===== src/rtl/dmem_copy_master.sv =====
// Word-copy initiator for the single-port data memory: one read cycle plus one write cycle per word, with abort.
// Optional DMEM_COPY_FILL_EN adds a fill mode that writes a latched pattern word on every cycle, with no read cycles.
module dmem_copy_master #(
    parameter int LEN_W = 7
) (
    input  logic             clk,
    input  logic             rst,
    input  logic             start,
    input  logic             abort,
    input  logic [31:0]      cmd_src,
    input  logic [31:0]      cmd_dst,
    input  logic [LEN_W-1:0] cmd_len,
    input  logic             cmd_fill,
    input  logic [31:0]      cmd_pattern,
    output logic [31:0]      mem_addr,
    output logic             mem_wr_en,
    output logic [31:0]      mem_wr_data,
    input  logic [31:0]      mem_rd_data,
    output logic             busy,
    output logic             done,
    output logic             aborted,
    output logic [LEN_W-1:0] words_done
);

    typedef enum logic [1:0] {IDLE, RD, WR, FIN} state_t;

    state_t           state, state_nxt;
    logic [31:0]      src, dst, rd_buf;
    logic [LEN_W-1:0] len;
    logic [LEN_W-1:0] words_inc;
    logic             last_word;
    logic             fill_mode;
    logic             fill_start;
    logic [31:0]      pattern;

    assign words_inc = words_done + {{(LEN_W-1){1'b0}}, 1'b1};
    assign last_word = (words_inc == len);

`ifdef DMEM_COPY_FILL_EN
    assign fill_start = cmd_fill;

    always_ff @(posedge clk or posedge rst) begin
        if (rst) begin
            fill_mode <= 1'b0;
            pattern   <= 32'd0;
        end else if (state == IDLE && start) begin
            fill_mode <= cmd_fill;
            pattern   <= cmd_pattern;
        end
    end

    logic unused_bits;
    assign unused_bits = &{1'b0, cmd_src[1:0], cmd_dst[1:0]};
`else
    assign fill_start = 1'b0;
    assign fill_mode  = 1'b0;
    assign pattern    = 32'd0;

    logic unused_bits;
    assign unused_bits = &{1'b0, cmd_src[1:0], cmd_dst[1:0], cmd_fill, cmd_pattern};
`endif

    always_comb begin
        state_nxt = state;
        case (state)
            IDLE: if (start) state_nxt = (cmd_len == '0) ? FIN : (fill_start ? WR : RD);
            RD:   state_nxt = abort ? IDLE : WR;
            WR: begin
                if (abort)          state_nxt = IDLE;
                else if (last_word) state_nxt = FIN;
                else                state_nxt = fill_mode ? WR : RD;
            end
            FIN:     state_nxt = IDLE;
            default: state_nxt = IDLE;
        endcase
    end

    // Port outputs decode straight from state so an async reset drops mem_wr_en at once.
    always_comb begin
        mem_addr    = 32'd0;
        mem_wr_en   = 1'b0;
        mem_wr_data = 32'd0;
        case (state)
            RD: mem_addr = src;
            WR: begin
                mem_addr    = dst;
                mem_wr_en   = 1'b1;
                mem_wr_data = fill_mode ? pattern : rd_buf;
            end
            default: ;
        endcase
    end

    assign busy = (state != IDLE);
    assign done = (state == FIN);

    always_ff @(posedge clk or posedge rst) begin
        if (rst) begin
            state      <= IDLE;
            src        <= 32'd0;
            dst        <= 32'd0;
            len        <= '0;
            rd_buf     <= 32'd0;
            words_done <= '0;
            aborted    <= 1'b0;
        end else begin
            state   <= state_nxt;
            aborted <= abort && (state == RD || state == WR);
            case (state)
                IDLE: if (start) begin
                    src        <= {cmd_src[31:2], 2'b00};
                    dst        <= {cmd_dst[31:2], 2'b00};
                    len        <= cmd_len;
                    words_done <= '0;
                end
                RD: begin
                    rd_buf <= mem_rd_data;
                    src    <= src + 32'd4;
                end
                // A write in the abort cycle still lands in memory, so it is counted.
                WR: begin
                    dst        <= dst + 32'd4;
                    words_done <= words_inc;
                end
                default: ;
            endcase
        end
    end

endmodule

===== config.mk =====
export PLATFORM = sky130hd
export DESIGN_NAME = dmem_copy_master
export DESIGN_NICKNAME = d
export VERILOG_FILES = /design/src/rtl/dmem_copy_master.sv
export SDC_FILE = /design/constraint.sdc
export NUM_CORES = 1
export LEC_CHECK = 0
export CORE_UTILIZATION = 35
export DETAILED_ROUTE_END_ITERATION = 12
export PLACE_DENSITY = 0.77
export SETUP_SLACK_MARGIN = 0.4
export SYNTH_ARGS = -nofsm -noshare
export SYNTH_HDL_FRONTEND = slang
export SYNTH_SLANG_ARGS = --single-unit

===== constraint.sdc =====
create_clock -name clk -period 4.2 [get_ports clk]
set_clock_uncertainty 0.1 [all_clocks]
set_input_delay 1.26 -clock clk [delete_from_list [all_inputs] [get_ports clk]]
set_output_delay 1.26 -clock clk [all_outputs]
set_load 0.005 [all_outputs]

* Yosys cells after proc, flatten, opt, wreduce, memory -nomap -nowiden
Cells that the tools add are included.
** Cells by class
- $add $sub $neg :: 3
- Equality and inequality tests :: 5
- Mux-type cells :: 15
- Reductions and logical operators :: 10
** Operators by type and width (number)
- case mux 32 bit (2 select lines) :: 3
- 2-to-1 mux 32 bit :: 3
- adder 32 x 3 -> 32 bit (second input constant) :: 2
- case mux 7 bit (2 select lines) :: 1
- 2-to-1 mux 2 bit :: 5
- case mux 2 bit (4 select lines) :: 1
- adder 7 x 1 -> 7 bit (second input constant) :: 1
- == test 7 bit :: 1
- zero test 7 bit :: 1
- 2-to-1 mux 7 bit :: 1
- AND reduction 2 bit :: 3
- nonzero test 2 bit :: 3
- == test 2 bit (second input constant) :: 2
- == test 2 x 1 -> 1 bit (second input constant) :: 1
- zero test 2 bit :: 1
- inequality test 2 bit (second input constant) :: 1
- logical AND 1 bit :: 1
- logical OR 1 bit :: 1
- 2-to-1 mux 1 bit :: 1
** Storage, ports and cells
- Register bits after elaboration :: 113
- Bits of input ports :: 140
- Output and inout bits :: 75

* Logic depth before layout (Yosys ltp)
- Word-level depth :: 5
- Depth in mapped cells :: 9
- Depth with buffers taken out :: 7

* Least setup slack after synthesis
OpenSTA, ideal clock, no wires.
- Path kind :: flip-flop to output port
- Start :: reg state[1]
- End :: out mem_addr[23]
- Arrival :: 1.758 ns
- Data required time :: 2.840 ns
- Setup slack :: 1.082 ns
- Stages on the path, launching flop included :: 8
- Path buffers :: 3
- Cell sequence :: dfrtp_1 > inv_1 > ha_1 > clkbuf_1 > clkbuf_1 > buf_1 > nand2_1 > a21boi_0
** On the way
- Cells in the longest elaborated chain, start to end :: 2
- Elaborated cells between the ends (all ways) :: 3
- Those cells by class :: 2 x eq/ne; 1 x mux
** Ends and longest elaborated chain
- from (decl) :: RTL line 27 : state_t state, state_nxt;
- from (signal assigned) :: RTL line 107 : state <= state_nxt;
- == test 2 bit or == test 2 x 1 -> 1 bit (tied branches) :: RTL line 83 : case (state)
- case mux 32 bit (2 select lines) * :: RTL line 83
- to (decl) :: RTL line 15 : output logic [31:0] mem_addr,
Mark *: on every way between the ends. The rest lies on a longest branch, timed or not.

* Worst setup path after layout
- Start :: reg state[1]
- End :: out mem_addr[15]
The elaborated chain is that of the path after synthesis.

==> flow_summary.yaml <==
global_route:
  first_global_vias: 6250
  grt.total_usage: 0.2124
  grt_use_met3: 0.05196
  grt_first_pass_wirelength_um: 32840
  grt.met1_usage: 0.2801
  grt_busiest_layer: "met2"
  globalRoute.totalOverflow: 0
  maximum_number_of_pins_on_one_net_before_global_route_repair: 59
  number_of_antenna_violations_at_the_first_check_in_global_routing: 0
  grt.met2_usage: 0.3382
critical_path:
  crit_chain: "inv_1, ha_4, buf_12, nand2_1, a21boi_1, clkdlybuf4s50_1"
  required_ns: 2.84
  setup.reg_to_reg.worst_slack_ns: 0.99
  worst_path_largest_cell_delay_ns: 0.55
  timing.critical_path.slowest_stage_cell: "sky130_fd_sc_hd__clkdlybuf4s50_1"
  crit_path_max_fanout: 33
  timing.critical_path.from_type: "register"
  timing.critical_path.to_type: "output port"
  arrival_ns: 2.36
  worst-setup-path-type: "reg -> out"
layout:
  filler_cell_count: 1736
  area_of_the_multi_input_gates_um2: 3677
  instances_no_fill: 1144
  antenna_cells: 0
  mostFrequentLayoutCell: "sky130_fd_sc_hd__clkdlybuf4s50_1"
  synthToLayoutAreaGrowth_pct: 36.30
  leading_cell_types_in_the_layout_fill_and_taps_excluded: "sky130_fd_sc_hd__clkdlybuf4s50_1 (175), sky130_fd_sc_hd__dfrtp_1 (109), sky130_fd_sc_hd__nand2_1 (76), sky130_fd_sc_hd__a21oi_1 (57), sky130_fd_sc_hd__o21ai_0 (42)"
  drive_above_1_share: 0.09890
  stdcell_area_um2: 9049
  design.final.nets: 1053
  sequential_cell_area_um2: 2728
floorplanning:
  ios: 215
  chipHeight_um: 139.7
  placeableCoreArea_um2: 18640
  die_area_um2: 19520
  rows: 50
  chipWidth_um: 139.7
  initial_core_utilization: 0.3561
sta:
  timing.final.max_slew_violations: 0
  slew_headroom: 0.4552
  fin_worst_hold_slack_ns: 0.4035
  max_freq_ghz: 0.2691
  hold_viol: 0
  finalWorstPathRequiredPeriod_ns: 3.716
  final_cycle_share: 0.8847
  aggregate_negative_setup_slack_ns: 0
  layout_setup_ws_ns: 0.4843
  setup_repair_after_global_routing_missed_its_margin: "false"
  transition_time_of_the_tightest_slew_check_pin_ns: 0.8110
  setup_viol_count_final: 0
synthesis:
  count_of_flip_flops_with_a_built_in_enable_after_synthesis: 0
  synth_largest_type_area_fraction: 0.4109
  netlist_top_cells_area: "sky130_fd_sc_hd__dfrtp_1 (41%), sky130_fd_sc_hd__mux2_2 (6.8%), sky130_fd_sc_hd__a21oi_1 (4.3%)"
  synth_sequential_area_ratio: 0.4109
  synth_flop_cell: "sky130_fd_sc_hd__dfrtp_1"
  synth.ff_latch_count: 109
  post_synth.cell_area_avg_um2: 8.864
  yosysUniqueCellTypes: 62
  synth_warnings: 0
  yosys.area.top_type: "sky130_fd_sc_hd__dfrtp_1"
  post_synthesis_instance_area_um2: 6639
  synthCells: 749
  async_reset_ff_frac: 1.000
detailed_routing:
  detail-route-antenna-nets: 0
  drt-vias-per-instance: 5.685
  route.detailed.wl_per_inst_um: 18.12
  wl_um: 20730
  drt_iter0_markers: 599
  detailroute.via_count: 6504
  route.detailed.drc: 0
  dr.pass1.iters: 5
power_and_ir_drop:
  cellInternalPower_mw: 3.697
  sequential_group_share_of_total_power: 0.339
  worst_ir_drop_vdd_mv: 0.2603
  p_sw_mw: 2.591
  power.switching_fraction: 0.4120
  pwr-share-clk: 0.147
  power_leakage_nw: 3.442
  power_density_nw_per_um2: 694.9
  combPwrFrac: 0.514
outcome:
  status: "finished clean"
clock_network:
  clock_sink_count: 109
  cts_buffer_depth: 2
  cts.reportedPaths.clkPinSlew_ns: 0.07
  clock-root-buffer: "sky130_fd_sc_hd__clkbuf_16"
  cts_made_buffers: 9
  clock_tree.htree_level_count: 3
  cts_tree: "built"
  cts_hold_buf: 0
  clk_latency_ns: 0.36
run:
  maxCapViolations: 0
placed_design:
  dpl-instance-area_um2: 8646
  placement.io_buffers: 175
  dp_worst_setup_slack_ns: 0.5614
  dpl.cell_count: 1121
  place_congestion: 0.9007
  place.detailed.hpwl_um: 14660
worst_hold_path:
  worst_hold_path_type: "reg -> reg"
## worst max-delay path: cells and delay by family (launching register included)
kind / cells / cell delay (ns)
fa+ha+maj: 1 / 0.28
simple gates: 1 / 0.07
flops: 1 / 0.44
compound gates: 1 / 0.23
buf+inv: 3 / 0.96
## path summary, 6_finish.rpt
| path | startpoint | to | depth (start not counted) |
|---|---|---|---|
| max | state[1]$_DFFE_PP0P_ | mem_addr[15] | 6 |
| min reg2reg | rd_buf[0]$_DFFE_PP0P_ | rd_buf[0]$_DFFE_PP0P_ | 1 |
| max in group asynchronous | rst | rd_buf[29]$_DFFE_PP0P_ | 3 |
| min in group asynchronous | rst | rd_buf[15]$_DFFE_PP0P_ | 2 |
| max reg2reg | state[1]$_DFFE_PP0P_ | src[15]$_DFFE_PP0P_ | 8 |
| min | rd_buf[0]$_DFFE_PP0P_ | rd_buf[0]$_DFFE_PP0P_ | 1 |
## logic make-up (layout without fill, tap and decap cells)
kind of cell    Yosys count  after routing  synth area share
buf+inv                  69            229           0.04146
xor+xnor                  8              8           0.01055
flops                   109            109            0.4109
compound gates          215            215            0.2079
other cells               1              2         0.0005649
fa+ha+maj                 7              7           0.01319
simple gates            287            287            0.2280
mux                      53             53           0.08745
## per-layer routing
metal / vias up / share of wire
met4: 0 / 0.023
met5: - / 0
li1: 3076 / -
met2: 307 / 0.46
met3: 34 / 0.088
met1: 3087 / 0.42
## metrics by stage
step / power [mW] / util
2_1_floorplan: 4.018 / -
3_3_place_gp: 5.143 / 0.4638
3_5_place_dp: 5.235 / 0.4638
4_1_cts: 6.248 / 0.4834
5_1_grt: 6.737 / 0.4854
6_report: 6.288 / 0.4854
## state kept, by name, summed over array words and instances, names as in the netlist
name and cells:
rd_buf 32, dst 30, src 30, len 7
words_done 7, state 2, aborted 1
## area by class of cell
type                    instances  area share
clock inverters                 4    0.008158
clock buffers                  11     0.02572
repair buffers                200      0.2197
well taps                     234     0.03236
multi-input cells             572      0.4064
flip-flops and latches        109      0.3014
inverters                      14    0.006222
## Yosys cell counts, drive strengths merged, types with 14 or more instances
| master | instances |
|---|---|
| dfrtp | 109 |
| nand2 | 77 |
| a21oi | 57 |
| clkbuf | 44 |
| o21ai | 43 |
| mux2 | 40 |
| and2 | 37 |
| nand3 | 34 |
| o22ai | 27 |
| nor2 | 26 |
| nor3 | 24 |
| a22oi | 20 |
| nand4 | 19 |
| nor2b | 16 |
| a21boi | 15 |
| and3 | 14 |
## power groups by stage
stage	registers [mW]	logic, mW	clock network, mW
6_report	2.13	3.23	0.922
5_1_grt	2.21	3.54	0.982
4_1_cts	2.11	3.19	0.945
3_5_place_dp	2.13	3.11	0
3_3_place_gp	2.10	3.04	0
2_1_floorplan	1.92	2.09	0
## timing repair
item | in CTS | in global routing
resized for setup | 2 | 2
setup endpoints to repair | 62 | 38
buffers inserted | 3 | 5
pin swaps | 0 | 2
gates cloned | 0 | 0
Note: power is estimated with default switching activity, not from simulation.
